===== src/rtl/io_port_ctrl.sv =====
// ---------------------------------------------------------------------------
// io_port_ctrl
//
// Processor-facing I/O port block. NUIOIN producer channels each feed a small
// FIFO that the processor drains one word per read strobe. NUIOOU output
// registers are written by the processor and drained by consumers through a
// valid/ready handshake. Sticky flags record reads of empty FIFOs and writes
// to busy output registers.
//
// Ports
//   clk, rst        clock, synchronous active-high reset
//   proc_req_in     processor read strobe for channel addr_in
//   addr_in         input channel selected for reading
//   proc_in         combinational head of FIFO[addr_in] (0 when empty)
//   proc_out_en     processor write strobe for channel addr_out
//   addr_out        output channel selected for writing
//   proc_out        processor write data
//   ch_in_*         producer side (data packed NUBITS per channel)
//   ch_out_*        consumer side (data packed NUBITS per channel)
//   clr_flags       clears in_underflow / out_overflow
//   in_underflow    sticky: a read hit an empty FIFO
//   out_overflow    sticky: a write hit a busy output register
// ---------------------------------------------------------------------------
module io_port_ctrl #(
    parameter int NUBITS = 31,
    parameter int NUIOIN = 4,
    parameter int NUIOOU = 4,
    parameter int IDEPTH = 2
) (
    input  logic                       clk,
    input  logic                       rst,
    input  logic                       proc_req_in,
    input  logic [1:0]                 addr_in,
    output logic [NUBITS-1:0]          proc_in,
    input  logic                       proc_out_en,
    input  logic [1:0]                 addr_out,
    input  logic [NUBITS-1:0]          proc_out,
    input  logic [NUIOIN*NUBITS-1:0]   ch_in_data,
    input  logic [NUIOIN-1:0]          ch_in_valid,
    output logic [NUIOIN-1:0]          ch_in_ready,
    output logic [NUIOOU*NUBITS-1:0]   ch_out_data,
    output logic [NUIOOU-1:0]          ch_out_valid,
    input  logic [NUIOOU-1:0]          ch_out_ready,
    input  logic                       clr_flags,
    output logic [NUIOIN-1:0]          in_underflow,
    output logic [NUIOOU-1:0]          out_overflow
);

    // Pointer width; IDEPTH is a power of two so pointers wrap naturally.
    localparam int PW = (IDEPTH > 1) ? $clog2(IDEPTH) : 1;
    // Occupancy must represent 0..IDEPTH inclusive.
    localparam int CW = $clog2(IDEPTH + 1);

    logic [NUBITS-1:0] head_w [NUIOIN];
    logic [NUIOIN-1:0] empty_w;
    logic [NUIOIN-1:0] uf_evt_w;
    logic [NUIOOU-1:0] of_evt_w;

    logic [NUIOIN-1:0] in_underflow_q, in_underflow_d;
    logic [NUIOOU-1:0] out_overflow_q, out_overflow_d;

    // -----------------------------------------------------------------------
    // Input FIFOs
    // -----------------------------------------------------------------------
    for (genvar gi = 0; gi < NUIOIN; gi++) begin : g_in
        logic [NUBITS-1:0] mem_q [IDEPTH];
        logic [NUBITS-1:0] mem_d [IDEPTH];
        logic [PW-1:0]     wr_ptr_q, wr_ptr_d;
        logic [PW-1:0]     rd_ptr_q, rd_ptr_d;
        logic [CW-1:0]     count_q, count_d;
        logic              full, empty, sel, push, pop;

        assign full  = (count_q == CW'(IDEPTH));
        assign empty = (count_q == '0);
        assign sel   = proc_req_in && (addr_in == 2'(gi));
        // Ready comes only from registered occupancy, so a full FIFO refuses
        // a push even when the processor pops it in the same cycle.
        assign push  = ch_in_valid[gi] && !full;
        assign pop   = sel && !empty;

        assign ch_in_ready[gi] = !full;
        assign head_w[gi]      = mem_q[rd_ptr_q];
        assign empty_w[gi]     = empty;
        assign uf_evt_w[gi]    = sel && empty;

        always_comb begin
            mem_d    = mem_q;
            wr_ptr_d = wr_ptr_q;
            rd_ptr_d = rd_ptr_q;
            count_d  = count_q;
            if (push) begin
                mem_d[wr_ptr_q] = ch_in_data[gi*NUBITS +: NUBITS];
                wr_ptr_d        = wr_ptr_q + 1'b1;
            end
            if (pop) begin
                rd_ptr_d = rd_ptr_q + 1'b1;
            end
            case ({push, pop})
                2'b10:   count_d = count_q + 1'b1;
                2'b01:   count_d = count_q - 1'b1;
                default: count_d = count_q;
            endcase
        end

        // Storage carries no reset: emptiness is tracked by count/pointers.
        always_ff @(posedge clk) begin
            mem_q <= mem_d;
        end

        always_ff @(posedge clk) begin
            if (rst) begin
                wr_ptr_q <= '0;
                rd_ptr_q <= '0;
                count_q  <= '0;
            end else begin
                wr_ptr_q <= wr_ptr_d;
                rd_ptr_q <= rd_ptr_d;
                count_q  <= count_d;
            end
        end
    end

    // Head of the selected FIFO; an empty FIFO reads as zero so a same-cycle
    // push never bypasses to the processor.
    always_comb begin
        proc_in = '0;
        if (!empty_w[addr_in]) begin
            proc_in = head_w[addr_in];
        end
    end

    // -----------------------------------------------------------------------
    // Output registers
    // -----------------------------------------------------------------------
    for (genvar gi = 0; gi < NUIOOU; gi++) begin : g_out
        logic              valid_q, valid_d;
        logic [NUBITS-1:0] data_q, data_d;
        logic              hit, accept;

        assign hit    = proc_out_en && (addr_out == 2'(gi));
        // Load allowed when empty or when the consumer drains this cycle.
        assign accept = hit && (!valid_q || ch_out_ready[gi]);

        assign of_evt_w[gi]                       = hit && valid_q && !ch_out_ready[gi];
        assign ch_out_valid[gi]                   = valid_q;
        assign ch_out_data[gi*NUBITS +: NUBITS]   = data_q;

        always_comb begin
            valid_d = valid_q;
            data_d  = data_q;
            if (accept) begin
                valid_d = 1'b1;
                data_d  = proc_out;
            end else if (valid_q && ch_out_ready[gi]) begin
                valid_d = 1'b0;
            end
        end

        always_ff @(posedge clk) begin
            if (rst) begin
                valid_q <= 1'b0;
                data_q  <= '0;
            end else begin
                valid_q <= valid_d;
                data_q  <= data_d;
            end
        end
    end

    // -----------------------------------------------------------------------
    // Sticky flags: a new event in the clear cycle wins over the clear.
    // -----------------------------------------------------------------------
    always_comb begin
        in_underflow_d = uf_evt_w | (in_underflow_q & {NUIOIN{!clr_flags}});
        out_overflow_d = of_evt_w | (out_overflow_q & {NUIOOU{!clr_flags}});
    end

    always_ff @(posedge clk) begin
        if (rst) begin
            in_underflow_q <= '0;
            out_overflow_q <= '0;
        end else begin
            in_underflow_q <= in_underflow_d;
            out_overflow_q <= out_overflow_d;
        end
    end

    assign in_underflow = in_underflow_q;
    assign out_overflow = out_overflow_q;

endmodule

===== config.mk =====
export PLATFORM = sky130hd
export DESIGN_NAME = io_port_ctrl
export DESIGN_NICKNAME = d
export VERILOG_FILES = /design/src/rtl/io_port_ctrl.sv
export SDC_FILE = /design/constraint.sdc
export NUM_CORES = 1
export LEC_CHECK = 0
export CORE_UTILIZATION = 30
export DETAILED_ROUTE_END_ITERATION = 6
export PLACE_DENSITY_LB_ADDON = 0.12
export RECOVER_POWER = 50
export SYNTH_ARGS = -nofsm -noshare
export SYNTH_HDL_FRONTEND = slang
export SYNTH_SLANG_ARGS = --single-unit

===== constraint.sdc =====
create_clock -name clk -period 4.2 [get_ports clk]
set_input_delay 0.84 -clock clk [delete_from_list [all_inputs] [get_ports clk]]
set_output_delay 0.84 -clock clk [all_outputs]
set_load 0.03 [all_outputs]

---- Word level (Yosys, flattened, before mapping) ----
Index checks and enable logic that the tools add are counted.
word-level totals
  register bits ........................... 400
  input bits .............................. 172
  output and inout bits ................... 171
  logic and storage cells ................. 208
operators by class
  add/subtract/negate cells ............... 16
  order comparisons ....................... 14
  equality and inequality tests ........... 18
  muxes and demuxes ....................... 42
  bitwise gates (word level) .............. 13
  reduce and logical (&&, ||, !) cells .... 75
operators with widths
  kind                                                         count
  2-to-1 mux 31 bit                                            19
  bitwise mux 62 bit                                           4
  demux 31 bit (select 1 bit)                                  4
  binary-select mux 31 bit (select 2 bit)                      1
  logical AND 1 bit                                            40
  equality test 2 bit (second input constant)                  12
  logical NOT 1 bit                                            17
  greater-or-equal comparator 2 bit (second input constant)    8
  NOT 1 -> 2 bit                                               8
  case mux 2 bit (2 select lines)                              4
  nonzero test 2 bit                                           8
  equality test 2 x 1 -> 1 bit (second input constant)         6
  logical NOT 2 bit                                            6
  2-to-1 mux 1 bit                                             9
  adder 1 bit (second input constant)                          8
  adder 2 x 1 -> 2 bit (second input constant)                 4
  AND 4 bit                                                    2
  less-than comparator 2 x 1 -> 1 bit (second input constant)  4
  OR 4 bit                                                     2
  subtractor 2 x 1 -> 2 bit (second input constant)            4
  logical OR 1 bit                                             4
  greater-or-equal comparator 3 bit (second input constant)    1
  less-than comparator 2 x 3 -> 1 bit (second input constant)  1
  NOT 2 -> 3 bit                                               1
  binary-select mux 1 bit (select 2 bit)                       1

---- Longest topological paths before layout ----
Gate-level depths: netlist of the first run.
  word-level depth ........................ 8
  gate-level depth with buffers ........... 7
  mapped depth without buffers ............ 6

---- Worst setup path before layout of the first run ----
No wires, ideal clock.
  path kind ............................... input-to-output
  start ................................... in addr_in[0]
  end ..................................... out proc_in[12]
  data arrival time ....................... 2.297 ns
  required time ........................... 3.360 ns
  path slack .............................. 1.063 ns
  stages on the path ...................... 3
  buffers on the path ..................... 1
  cell sequence ........................... buf_2 -> mux4_2 -> nor3_1
between the ends
  longest elaborated chain between the ends .. 5
  elaborated cells between the ends (all ways) .. 7
  those cells by class .................... 6 x mux; 1 x bitwise
ends and longest elaborated chain
  element                                               RTL line  text
  start, declared                                       33        input logic [1:0] addr_in,
  NOT 2 -> 3 bit (not written as such)                  128       proc_in = head_w[addr_in];
  binary-select mux 31 bit (select 2 bit)               128
  2-to-1 mux 31 bit (not written as such) (2 in a row)  128
  2-to-1 mux 31 bit *                                   127       if (!empty_w[addr_in]) begin
  end, declared                                         34        output logic [NUBITS-1:0] proc_in,
Every way passes the cells marked *; elsewhere a longest branch is shown, timed or not. The select of a mux whose other input is x is not followed.

---- Final worst setup path of the first run ----
  start ................................... in addr_in[0]
  end ..................................... out proc_in[30]
Same word-level chain as after synthesis.

==> results of run 1 <==
-- layout make-up --
| cell class | count | area [um^2] |
|---|---|---|
| diodes | 8 | 20.0 |
| clock buffers | 69 | 1310 |
| clock inverters | 10 | 98.8 |
| fillers | 4915 | 30200 |
| inverters | 7 | 26.3 |
| multi-input cells | 710 | 4750 |
| flip-flops and latches | 400 | 10500 |
| well taps | 680 | 851 |
| repair buffers | 378 | 3800 |
-- synth_stat cells (5+ instances only) --
cell type | instances | area share
buf_2 | 23 | 0.0073
inv_1 | 7 | 0.0017
and3_1 | 5 | 0.0020
nand2_1 | 6 | 0.0014
or3_1 | 6 | 0.0024
nor2_1 | 16 | 0.0038
o22ai_1 | 62 | 0.025
dfxtp_1 | 152 | 0.19
clkbuf_1 | 70 | 0.017
nand2b_1 | 12 | 0.0048
mux2_2 | 124 | 0.089
xor2_1 | 5 | 0.0028
nand3_1 | 125 | 0.040
nand3b_1 | 7 | 0.0033
o21ai_0 | 58 | 0.018
a21oi_1 | 145 | 0.046
o21ai_1 | 72 | 0.023
edfxtp_1 | 248 | 0.47
buf_1 | 6 | 0.0014
nor3_2 | 30 | 0.019
nor2b_1 | 8 | 0.0032
-- placed cells by master, fill, tap and decap left out, types with 7 or more instances in the layout --
cell	instances
clkbuf_16	47
clkbuf_1	23
dfxtp_1	152
mux2_2	124
clkdlybuf4s50_1	182
edfxtp_1	248
dlygate4sd3_1	128
nand2b_1	11
inv_1	7
nor3_2	30
buf_4	45
nand3_1	125
o22ai_1	62
nand3b_1	7
buf_12	17
o21ai_1	72
nor2_1	16
a21oi_1	145
diode_2	8
o21ai_0	58
-- final timing paths --
check                             end  slack (ns)                 from  cells past startpoint
setup / recovery          proc_in[30]        0.34           addr_in[0]                      5
hold reg to reg   g_out[2].data_q[17]        0.48  g_out[2].data_q[17]                      2
setup reg to reg    g_in[3].mem_q[26]        1.38   g_in[3].count_q[0]                      3
hold / removal    g_out[2].data_q[17]        0.48  g_out[2].data_q[17]                      2
-- power by group --
group          internal, mW  switching, mW  total, mW  leakage, nW
clock                  2.26           1.56       3.82        0.686
sequential             4.45         0.0811       4.53         3.56
combinational         0.654          0.937       1.59         2.79
-- sequential cells by signal, summed over array words and instances, names as in the netlist --
register / count
g_in.count_q: 8
g_in.mem_q: 248
g_in.rd_ptr_q: 4
g_in.wr_ptr_q: 4
g_out.data_q: 124
g_out.valid_q: 4
in_underflow: 4
out_overflow: 4
-- critical path, stage by stage --
cell and delay, ns:
clkdlybuf4s50_1 0.66, mux4_2 0.75, buf_12 0.25, nor3_2 0.27, buf_4 0.21
-- stage by stage --
stage               instances  area, um^2  total power, mW
finish                   2262       21400             9.94
global route             2256       21300             10.3
CTS                      2254       21400             10.1
detailed placement       2175       19900             6.26
global placement         2175       19900             6.25
floorplan                1223       15700             5.44
-- layer usage --
layer / vias up / GRT usage / share of wire
li1: 5258 / - / -
met4: 6 / 0.0751 / 0.034
met1: 5617 / 0.232 / 0.38
met5: - / 0 / 0.00062
met2: 379 / 0.355 / 0.50
met3: 89 / 0.0663 / 0.082
-- cells by family after synthesis --
kind of cell | count (synthesis)
muxes | 125
buffers and inverters | 113
adders and majority gates | 4
AOI/OAI and AO/OA | 345
xor gates and xnor gates | 9
and+or+nand+nor | 227
DFF | 400
==> reports/metrics.csv, run 1 <==
stage,metric,value,unit
timing,count of final hold-check violations,0,
yosys,"EDFF count, synth",248,
floorplan,Die Y,231,um
clock_network,setup bufs post-CTS,0,
route,DR DRC count,0,
yosys,cell count after synthesis,1223,
route,Total Routed Length,55100,um
timing,final setup violation count,0,
timing,min cycle time layout,3.86,ns
clock_network,Clock Pin Slew Worst Setup and Hold Paths,0.06,ns
cells_and_area,final core occ,0.415,
floorplan,initial core utilization,0.305,
timing,Worst slew margin,-1.21,
pwr,worst vdd ir,0.250,mV
floorplan,die width,231,um
yosys,Mean Syn Cell Area,12.8,um^2
yosys,number of distinct library cells after synthesis,38,
cells_and_area,layout cells sized above 1,0.182,
grt,initial antenna violation count,14,
grt,GR Util All Layers,0.204,
clock_network,CTS tree,yes,
clock_network,Num CTS Buffers,46,
setup_path,Worst EP required,3.36,ns
run,max cap viols,4,
setup_path,worst-path fanout max,21,
floorplan,# rows,83,
yosys,mux share of post-synthesis cell area,0.0903,
yosys,Yosys reg bits,400,
place,Place WS,0.346,ns
floorplan,I/O pin cnt,343,
route,Via-to-Cell Ratio,5.02,
status,run status,"finished, violations left",
place,hpwl dp,38600,um
timing,Tcrit/Tclk final,0.919,
place,Final Wtd Congestion,0.889,
setup_path,CP Capture Type,primary output,
cells_and_area,P&R area growth vs syn,35.9,%
setup_path,WS Path Type,in -> out,
setup_path,arrival time worst endpoint,3.02,ns
yosys,XOR/XNOR share of the synthesized area,0.00502,
timing,count of pins over their slew limit,162,
floorplan,Core ar.,0.0515,mm^2
yosys,Compound-Gate Fraction of Synth Area,0.117,
clock_network,TritonCTS Sinks,400,
cells_and_area,final net count,1719,
clock_network,CTS H-Tree Depth,2,
timing,Worst-Margin Slew,3.31,ns
timing,Final Skew,0.0182,ns
clock_network,cells resized by post-CTS repair,0,
route,drt wl/cell,24.4,um
yosys,fraction of registers with async set/reset,0,
route,1st-iter DRT viols,721,
yosys,Most used DFF post-synth,edfxtp_1,
yosys,Post-Synth Simple-Gate Area,0.0857,
place,count of input and output buffers,342,
route,Via Count,11300,
grt,vias in the first global route,11700,
floorplan,die area,0.0533,mm^2
yosys,Syn Nets,1399,
timing,RSZ-0062 raised after global routing,no,
setup_path,startpoint types,input pin,
yosys,post-synthesis sequential area ratio,0.668,
clock_network,hold buffers post-CTS,0,
timing,Setup TNS,0,ns
route,Post-DRT Antenna Nets,0,
yosys,YS warnings,0,
timing,Fmax achieved,259,MHz
status,failing checks,"capacitance limit, slew limit",
yosys,largest family of logic cells by synthesized area,compound AO/OA/AOI/OAI gates,
clock_network,root buffer cell,clkbuf_16,
route,TritonRoute pass-1 iters,4,
grt,first-pass GRT wire length,79100,um
yosys,Adder-Cell Fraction of Synth Area,0.00318,
yosys,area of the mapped netlist,0.0157,mm^2
grt,largest net degree at the start of global routing,88,
clock_network,Clock Path Buffers,3,
timing,Fin Hold WS,0.475,ns
grt,total gr overflow,0,
pwr,Power Dens Cells,466,mW/mm^2
hold_path,min-delay worst type,reg -> reg,
timing,worst setup margin,0.341,ns
clock_network,Worst-Skew Late Latency,0.57,ns
pwr,Static Leakage,7.04,nW
Note: power is estimated with default switching activity, not from simulation.
==> run 2, diff against run 1 <==
--- a/config.mk
+++ b/config.mk
@@ -5,7 +5,8 @@
 export SDC_FILE = /design/constraint.sdc
 export NUM_CORES = 1
 export LEC_CHECK = 0
-export CORE_UTILIZATION = 30
+export CORE_MARGIN = 2
+export CORE_UTILIZATION = 44
 export DETAILED_ROUTE_END_ITERATION = 6
 export PLACE_DENSITY_LB_ADDON = 0.12
 export RECOVER_POWER = 50
==> reports/metrics.csv, run 2 (synthesized netlist as in run 1, its figures left out) <==
stage,metric,value,unit,change
route,Total Routed Length,48200,um,was 55100 um
floorplan,# rows,69,,was 83
setup_path,startpoint types,input pin,,unchanged
route,TritonRoute pass-1 iters,7,,was 4
cells_and_area,max reg flops,248,,unchanged
clock_network,Worst-Skew Late Latency,0.52,ns,was 0.57 ns
status,run status,"finished, violations left",,unchanged
route,Via Count,11400,,was 11.3k
timing,Final Skew,0.00867,ns,was 0.0182 ns
status,failing checks,"capacitance limit, slew limit",,unchanged
clock_network,Clock Pin Slew Worst Setup and Hold Paths,0.06,ns,about the same
floorplan,die width,193,um,was 231 um
clock_network,hold buffers post-CTS,0,,unchanged
run,max cap viols,6,,was 4
route,Post-DRT Antenna Nets,0,,unchanged
cells_and_area,Finished Layout Cells,2057,,was 2262
timing,count of final hold-check violations,0,,unchanged
setup_path,CP Capture Type,primary output,,unchanged
hold_path,min-delay worst type,reg -> reg,,unchanged
pwr,Static Leakage,7.03,nW,was 7.04 nW
floorplan,I/O pin cnt,343,,unchanged
cells_and_area,P&R area growth vs syn,34.0,%,was 35.9%
timing,RSZ-0062 raised after global routing,no,,unchanged
route,DR DRC count,0,,unchanged
cells_and_area,final net count,1719,,unchanged
timing,final setup violation count,0,,unchanged
place,hpwl dp,33500,um,was 38600 um
setup_path,Worst EP required,3.36,ns,about the same
timing,Fin Hold WS,0.470,ns,was 0.475 ns
clock_network,Num CTS Buffers,43,,was 46
route,1st-iter DRT viols,822,,was 721
setup_path,arrival time worst endpoint,2.91,ns,was 3.02 ns
timing,Tcrit/Tclk final,0.893,,was 0.919
cells_and_area,fill count,2917,,was 4915
place,count of input and output buffers,342,,unchanged
cells_and_area,"commonest cells after routing, fill and taps aside","edfxtp_1 (248), clkdlybuf4s50_1 (183), dfxtp_1 (152)",,"was edfxtp_1 (248), clkdlybuf4s50_1 (182), dfxtp_1 (152)"
grt,largest net degree at the start of global routing,94,,was 88
clock_network,CTS H-Tree Depth,2,,unchanged
setup_path,worst-path fanout max,20,,was 21
timing,Worst-Margin Slew,2.03,ns,was 3.31 ns
cells_and_area,"commonest non-fill, non-tap cell in the layout",edfxtp_1,,unchanged
route,Via-to-Cell Ratio,5.54,,was 5.02
floorplan,Core ar.,0.0354,mm^2,was 0.0515 mm^2
grt,GR Util All Layers,0.255,,was 0.204
cells_and_area,Top reg by flops,g_in.mem_q,,unchanged
timing,Setup TNS,0,ns,unchanged
grt,first-pass GRT wire length,69900,um,was 79100 um
grt,initial antenna violation count,26,,was 14
clock_network,Clock Path Buffers,3,,unchanged
place,Final Wtd Congestion,0.845,,was 0.889
cells_and_area,layout cells sized above 1,0.188,,was 0.182
timing,count of pins over their slew limit,254,,was 162
cells_and_area,final core occ,0.595,,was 0.415
clock_network,root buffer cell,clkbuf_16,,unchanged
clock_network,CTS tree,yes,,unchanged
cells_and_area,cell area after layout,0.0211,mm^2,was 0.0214 mm^2
grt,vias in the first global route,11300,,was 11.7k
pwr,Power Dens Cells,459,mW/mm^2,was 466 mW/mm^2
clock_network,cells resized by post-CTS repair,0,,unchanged
floorplan,initial core utilization,0.444,,was 0.305
timing,Worst slew margin,-0.356,,was -1.21
floorplan,die area,0.0372,mm^2,was 0.0533 mm^2
cells_and_area,biggest regs,"g_in.mem_q (248), g_out.data_q (124), g_in.count_q (8)",,unchanged
timing,min cycle time layout,3.75,ns,was 3.86 ns
clock_network,TritonCTS Sinks,400,,unchanged
clock_network,setup bufs post-CTS,0,,unchanged
route,drt wl/cell,23.4,um,was 24.4 um
place,placed instance area,0.0197,mm^2,was 0.0199 mm^2
grt,total gr overflow,0,,unchanged
pwr,worst vdd ir,0.291,mV,was 0.250 mV
setup_path,WS Path Type,in -> out,,unchanged
floorplan,Die Y,193,um,was 231 um
timing,Fmax achieved,267,MHz,was 259 MHz
place,placed cells,1959,,was 2175
-- run 2: changes by cell type in the layout (fill, tap and decap cells not counted), moves of 2 or more --
cell	delta
clkinv_2	+13
clkbuf_1	-12
diode_2	+12
buf_4	+2
clkbuf_16	-2
clkbuf_2	+2
clkbuf_8	-2
clkinv_1	+2
-- run 2: where the power goes --
part	internal (mW)	leakage, nW	total (mW)	switching, mW
Sequential	4.45	3.56	4.54	0.0841
Clock	2.07	0.675	3.57	1.51
Combinational	0.663	2.80	1.56	0.894
-- run 2: layout make-up --
| type | instances | area [um^2] | share of cell area |
|---|---|---|---|
| Antenna cell | 20 | 50.0 | 0.00238 |
| Clock buffer | 54 | 1190 | 0.0565 |
| Clock inverter | 24 | 144 | 0.00683 |
| Inverter | 7 | 26.3 | 0.00125 |
| Multi-Input combinational cell | 710 | 4750 | 0.226 |
| Sequential cell | 400 | 10500 | 0.498 |
| Tap cell | 461 | 577 | 0.0274 |
| Timing Repair Buffer | 381 | 3820 | 0.182 |
-- run 2: worst max-delay path, cell delays in order --
cell             delay [ns]
clkdlybuf4s50_1        0.68
mux4_2                 0.59
buf_4                  0.27
nor3_2                 0.35
buf_12                 0.16
-- run 2: through the flow --
stage | total power, mW | setup slack, ns
2_1_floorplan | 5.44 | 1.06
3_3_place_gp | 6.20 | 0.490
3_5_place_dp | 6.21 | 0.461
4_1_cts | 9.78 | 0.463
5_1_grt | 10.0 | 0.398
6_report | 9.67 | 0.450
-- run 2: metal layers --
layer / global-route usage / part of all wire / up-vias
li1: - / - / 5283
met3: 0.0907 / 0.099 / 92
met1: 0.289 / 0.37 / 5527
met4: 0.0903 / 0.039 / 10
met2: 0.443 / 0.49 / 479
met5: 0 / 0.0013 / -
-- run 2: worst paths after layout --
check                                        start           endpoint  slack (ns)  depth (start not counted)
worst min-delay path               in_underflow[3]    in_underflow[3]        0.47                          2
worst max-delay path                    addr_in[0]        proc_in[20]        0.45                          5
worst min register to register     in_underflow[3]    in_underflow[3]        0.47                          2
worst max register to register  g_in[2].count_q[0]  g_in[2].mem_q[39]        1.51                          4
==> run 3, diff against run 2 <==
--- a/config.mk
+++ b/config.mk
@@ -5,11 +5,13 @@
 export SDC_FILE = /design/constraint.sdc
 export NUM_CORES = 1
 export LEC_CHECK = 0
+export ABC_CLOCK_PERIOD_IN_PS = 3000
 export CORE_MARGIN = 2
 export CORE_UTILIZATION = 44
 export DETAILED_ROUTE_END_ITERATION = 6
 export PLACE_DENSITY_LB_ADDON = 0.12
 export RECOVER_POWER = 50
+export SETUP_SLACK_MARGIN = 0.05
 export SYNTH_ARGS = -nofsm -noshare
 export SYNTH_HDL_FRONTEND = slang
 export SYNTH_SLANG_ARGS = --single-unit
==> constraint.sdc (replaced) <==
create_clock -name clk -period 3 [get_ports clk]
set_input_delay 0.6 -clock clk [delete_from_list [all_inputs] [get_ports clk]]
set_output_delay 0.6 -clock clk [all_outputs]
set_load 0.03 [all_outputs]
==> reports/metrics.csv, run 3 (synthesized netlist as in run 1, its figures left out) <==
stage,metric,value,unit,change
clock_network,CTS tree,yes,,unchanged
clock_network,Clock Pin Slew Worst Setup and Hold Paths,0.06,ns,about the same
timing,Tcrit/Tclk final,0.965,,
timing,count of final hold-check violations,0,,unchanged
route,Via-to-Cell Ratio,5.54,,about the same
run,max cap viols,2,,was 6
place,Final Wtd Congestion,0.847,,was 0.845
cells_and_area,"commonest cells after routing, fill and taps aside","edfxtp_1 (248), clkdlybuf4s50_1 (184), a21oi_1 (145)",,"was edfxtp_1 (248), clkdlybuf4s50_1 (183), dfxtp_1 (152)"
timing,Fin Hold WS,0.476,ns,was 0.470 ns
cells_and_area,fill count,2847,,was 2917
clock_network,TritonCTS Sinks,400,,unchanged
route,Post-DRT Antenna Nets,0,,unchanged
grt,total gr overflow,0,,unchanged
cells_and_area,max reg flops,248,,unchanged
timing,final setup violation count,0,,unchanged
hold_path,worst hold stages,2,,unchanged
route,Via Count,11500,,was 11.4k
route,1st-iter DRT viols,673,,was 822
timing,Setup TNS,0,ns,unchanged
hold_path,Worst Hold End,g_out[1].data_q[16],,was in_underflow[3]
floorplan,Die Y,193,um,unchanged
grt,GR Util All Layers,0.255,,about the same
pwr,Total Power,13.9,mW,was 9.67 mW
cells_and_area,final net count,1737,,was 1719
floorplan,initial core utilization,0.444,,unchanged
setup_path,CP Capture Type,primary output,,unchanged
setup_path,R2R Setup Slk,0.88,ns,was 1.51 ns
floorplan,# rows,69,,unchanged
timing,Worst-Margin Slew,1.82,ns,was 2.03 ns
setup_path,worst-path fanout max,10,,was 20
floorplan,die area,0.0372,mm^2,unchanged
cells_and_area,flip-flop and latch area,0.0105,mm^2,about the same
place,placed instance area,0.0198,mm^2,was 0.0197 mm^2
clock_network,Clock Path Buffers,3,,unchanged
setup_path,origin of the critical flop-to-flop path,g_in[1].count_q[0],,was g_in[2].count_q[0]
route,drt wl/cell,23.5,um,was 23.4 um
clock_network,CTS H-Tree Depth,2,,unchanged
clock_network,Num CTS Buffers,44,,was 43
status,run status,"finished, violations left",,unchanged
hold_path,Hold Path Origin,g_out[1].data_q[16],,was in_underflow[3]
hold_path,min-delay worst type,reg -> reg,,unchanged
grt,vias in the first global route,11500,,was 11.3k
cells_and_area,Top reg by flops,g_in.mem_q,,unchanged
grt,largest net degree at the start of global routing,84,,was 94
timing,min cycle time layout,2.90,ns,
floorplan,I/O pin cnt,343,,unchanged
cells_and_area,layout cells sized above 1,0.199,,was 0.188
status,failing checks,"capacitance limit, slew limit",,unchanged
pwr,worst vdd ir,0.432,mV,was 0.291 mV
clock_network,root buffer cell,clkbuf_16,,unchanged
timing,RSZ-0062 raised after global routing,yes,,was no
timing,count of pins over their slew limit,116,,was 254
floorplan,Core ar.,0.0354,mm^2,unchanged
setup_path,FF-to-FF End,g_in[1].mem_q[32],,was g_in[2].mem_q[39]
route,DR DRC count,0,,unchanged
cells_and_area,"commonest non-fill, non-tap cell in the layout",edfxtp_1,,unchanged
pwr,Static Leakage,7.18,nW,was 7.03 nW
setup_path,Worst EP required,2.40,ns,was 3.36 ns
place,hpwl dp,34000,um,was 33500 um
grt,initial antenna violation count,18,,was 26
cells_and_area,cell area after layout,0.0214,mm^2,was 0.0211 mm^2
timing,Final Skew,0.0125,ns,was 0.00867 ns
timing,Worst slew margin,-0.213,,was -0.356
grt,first-pass GRT wire length,70500,um,was 69900 um
cells_and_area,biggest regs,"g_in.mem_q (248), g_out.data_q (124), g_in.count_q (8)",,unchanged
setup_path,startpoint types,register,,was input pin
route,Total Routed Length,48500,um,was 48200 um
cells_and_area,P&R area growth vs syn,35.9,%,was 34.0%
clock_network,Worst-Skew Late Latency,0.55,ns,was 0.52 ns
cells_and_area,area of the multi-input gates,0.00481,mm^2,was 0.00475 mm^2
timing,Fmax achieved,345,MHz,
pwr,Power Dens Cells,652,mW/mm^2,was 459 mW/mm^2
route,TritonRoute pass-1 iters,5,,was 7
setup_path,WS Path Type,reg -> out,,was in -> out
setup_path,arrival time worst endpoint,2.30,ns,was 2.91 ns
floorplan,die width,193,um,unchanged
place,count of input and output buffers,342,,unchanged
setup_path,cells on worst reg2reg path,4,,unchanged
==> run 3: cell count changes in the layout (fill, tap and decap cells not counted), sizes merged, moves of 2 or more <==
cell          before  now
buf               64   75
clkbuf            61   74
clkinv            22   14
diode             20   14
dlygate4sd3      127  124
dlymetal6s2s       0    2
==> run 3: metal layers <==
layer | up-vias | wire length (um) | global-route usage | part of all wire
met4 | 4 | 1750 | 0.0927 | 0.036
met1 | 5600 | 17800 | 0.289 | 0.37
met2 | 448 | 24300 | 0.448 | 0.50
li1 | 5317 | - | - | -
met5 | - | 30 | 0 | 0.00062
met3 | 95 | 4600 | 0.0872 | 0.095
==> run 3: where the power goes <==
group | internal [mW] | switching [mW] | total [mW]
Sequential | 6.24 | 0.113 | 6.35
Combinational | 1.04 | 1.32 | 2.37
Clock | 3.06 | 2.15 | 5.21
==> run 3: worst max path at each step <==
stage	from	end	slack, ns	cells after the start
floorplan	addr_in[0]	proc_in[12]	0.34	3
global placement	addr_in[0]	proc_in[12]	0.01	5
detailed placement	addr_in[0]	proc_in[12]	-0.08	5
CTS	addr_in[0]	proc_in[28]	0.04	5
global route	g_in[1].count_q[0]	proc_in[22]	0.04	6
finish	g_in[2].count_q[0]	proc_in[22]	0.10	6
==> run 3: metrics by stage <==
stage,util,cells,setup slack [ns]
2_1_floorplan,-,1223,0.343
3_3_place_gp,0.559,1970,0.0103
3_5_place_dp,0.559,1970,-0.0793
4_1_cts,0.599,2048,0.0426
5_1_grt,0.603,2059,0.0448
6_report,0.603,2068,0.104
==> run 3: what timing repair did <==
| action | CTS | global route |
|---|---|---|
| pin swaps | 0 | 2 |
| gates resized for setup | 4 | 23 |
| hold buffers | 0 | 0 |
| gates cloned | 0 | 3 |
| endpoints found under the setup margin | 6 | 25 |
| hold endpoints to repair | 0 | 0 |
| buffers inserted | 0 | 3 |
==> run 3: worst max-delay path, stage by stage (launching register included) <==
cell and delay [ns]:
dfxtp_2 0.38, nor2_2 0.08, mux4_2 0.55, buf_4 0.18, buf_12 0.15, nor3_2 0.26, buf_12 0.16
==> run 3: area by class of cell <==
cell class                      instances  area share
Clock buffer                           61      0.0580
Sequential cell                       400       0.492
Timing Repair Buffer                  398       0.188
Inverter                                7     0.00123
Tap cell                              461      0.0270
Antenna cell                           14     0.00164
Multi-Input combinational cell        710       0.225
Clock inverter                         17     0.00686
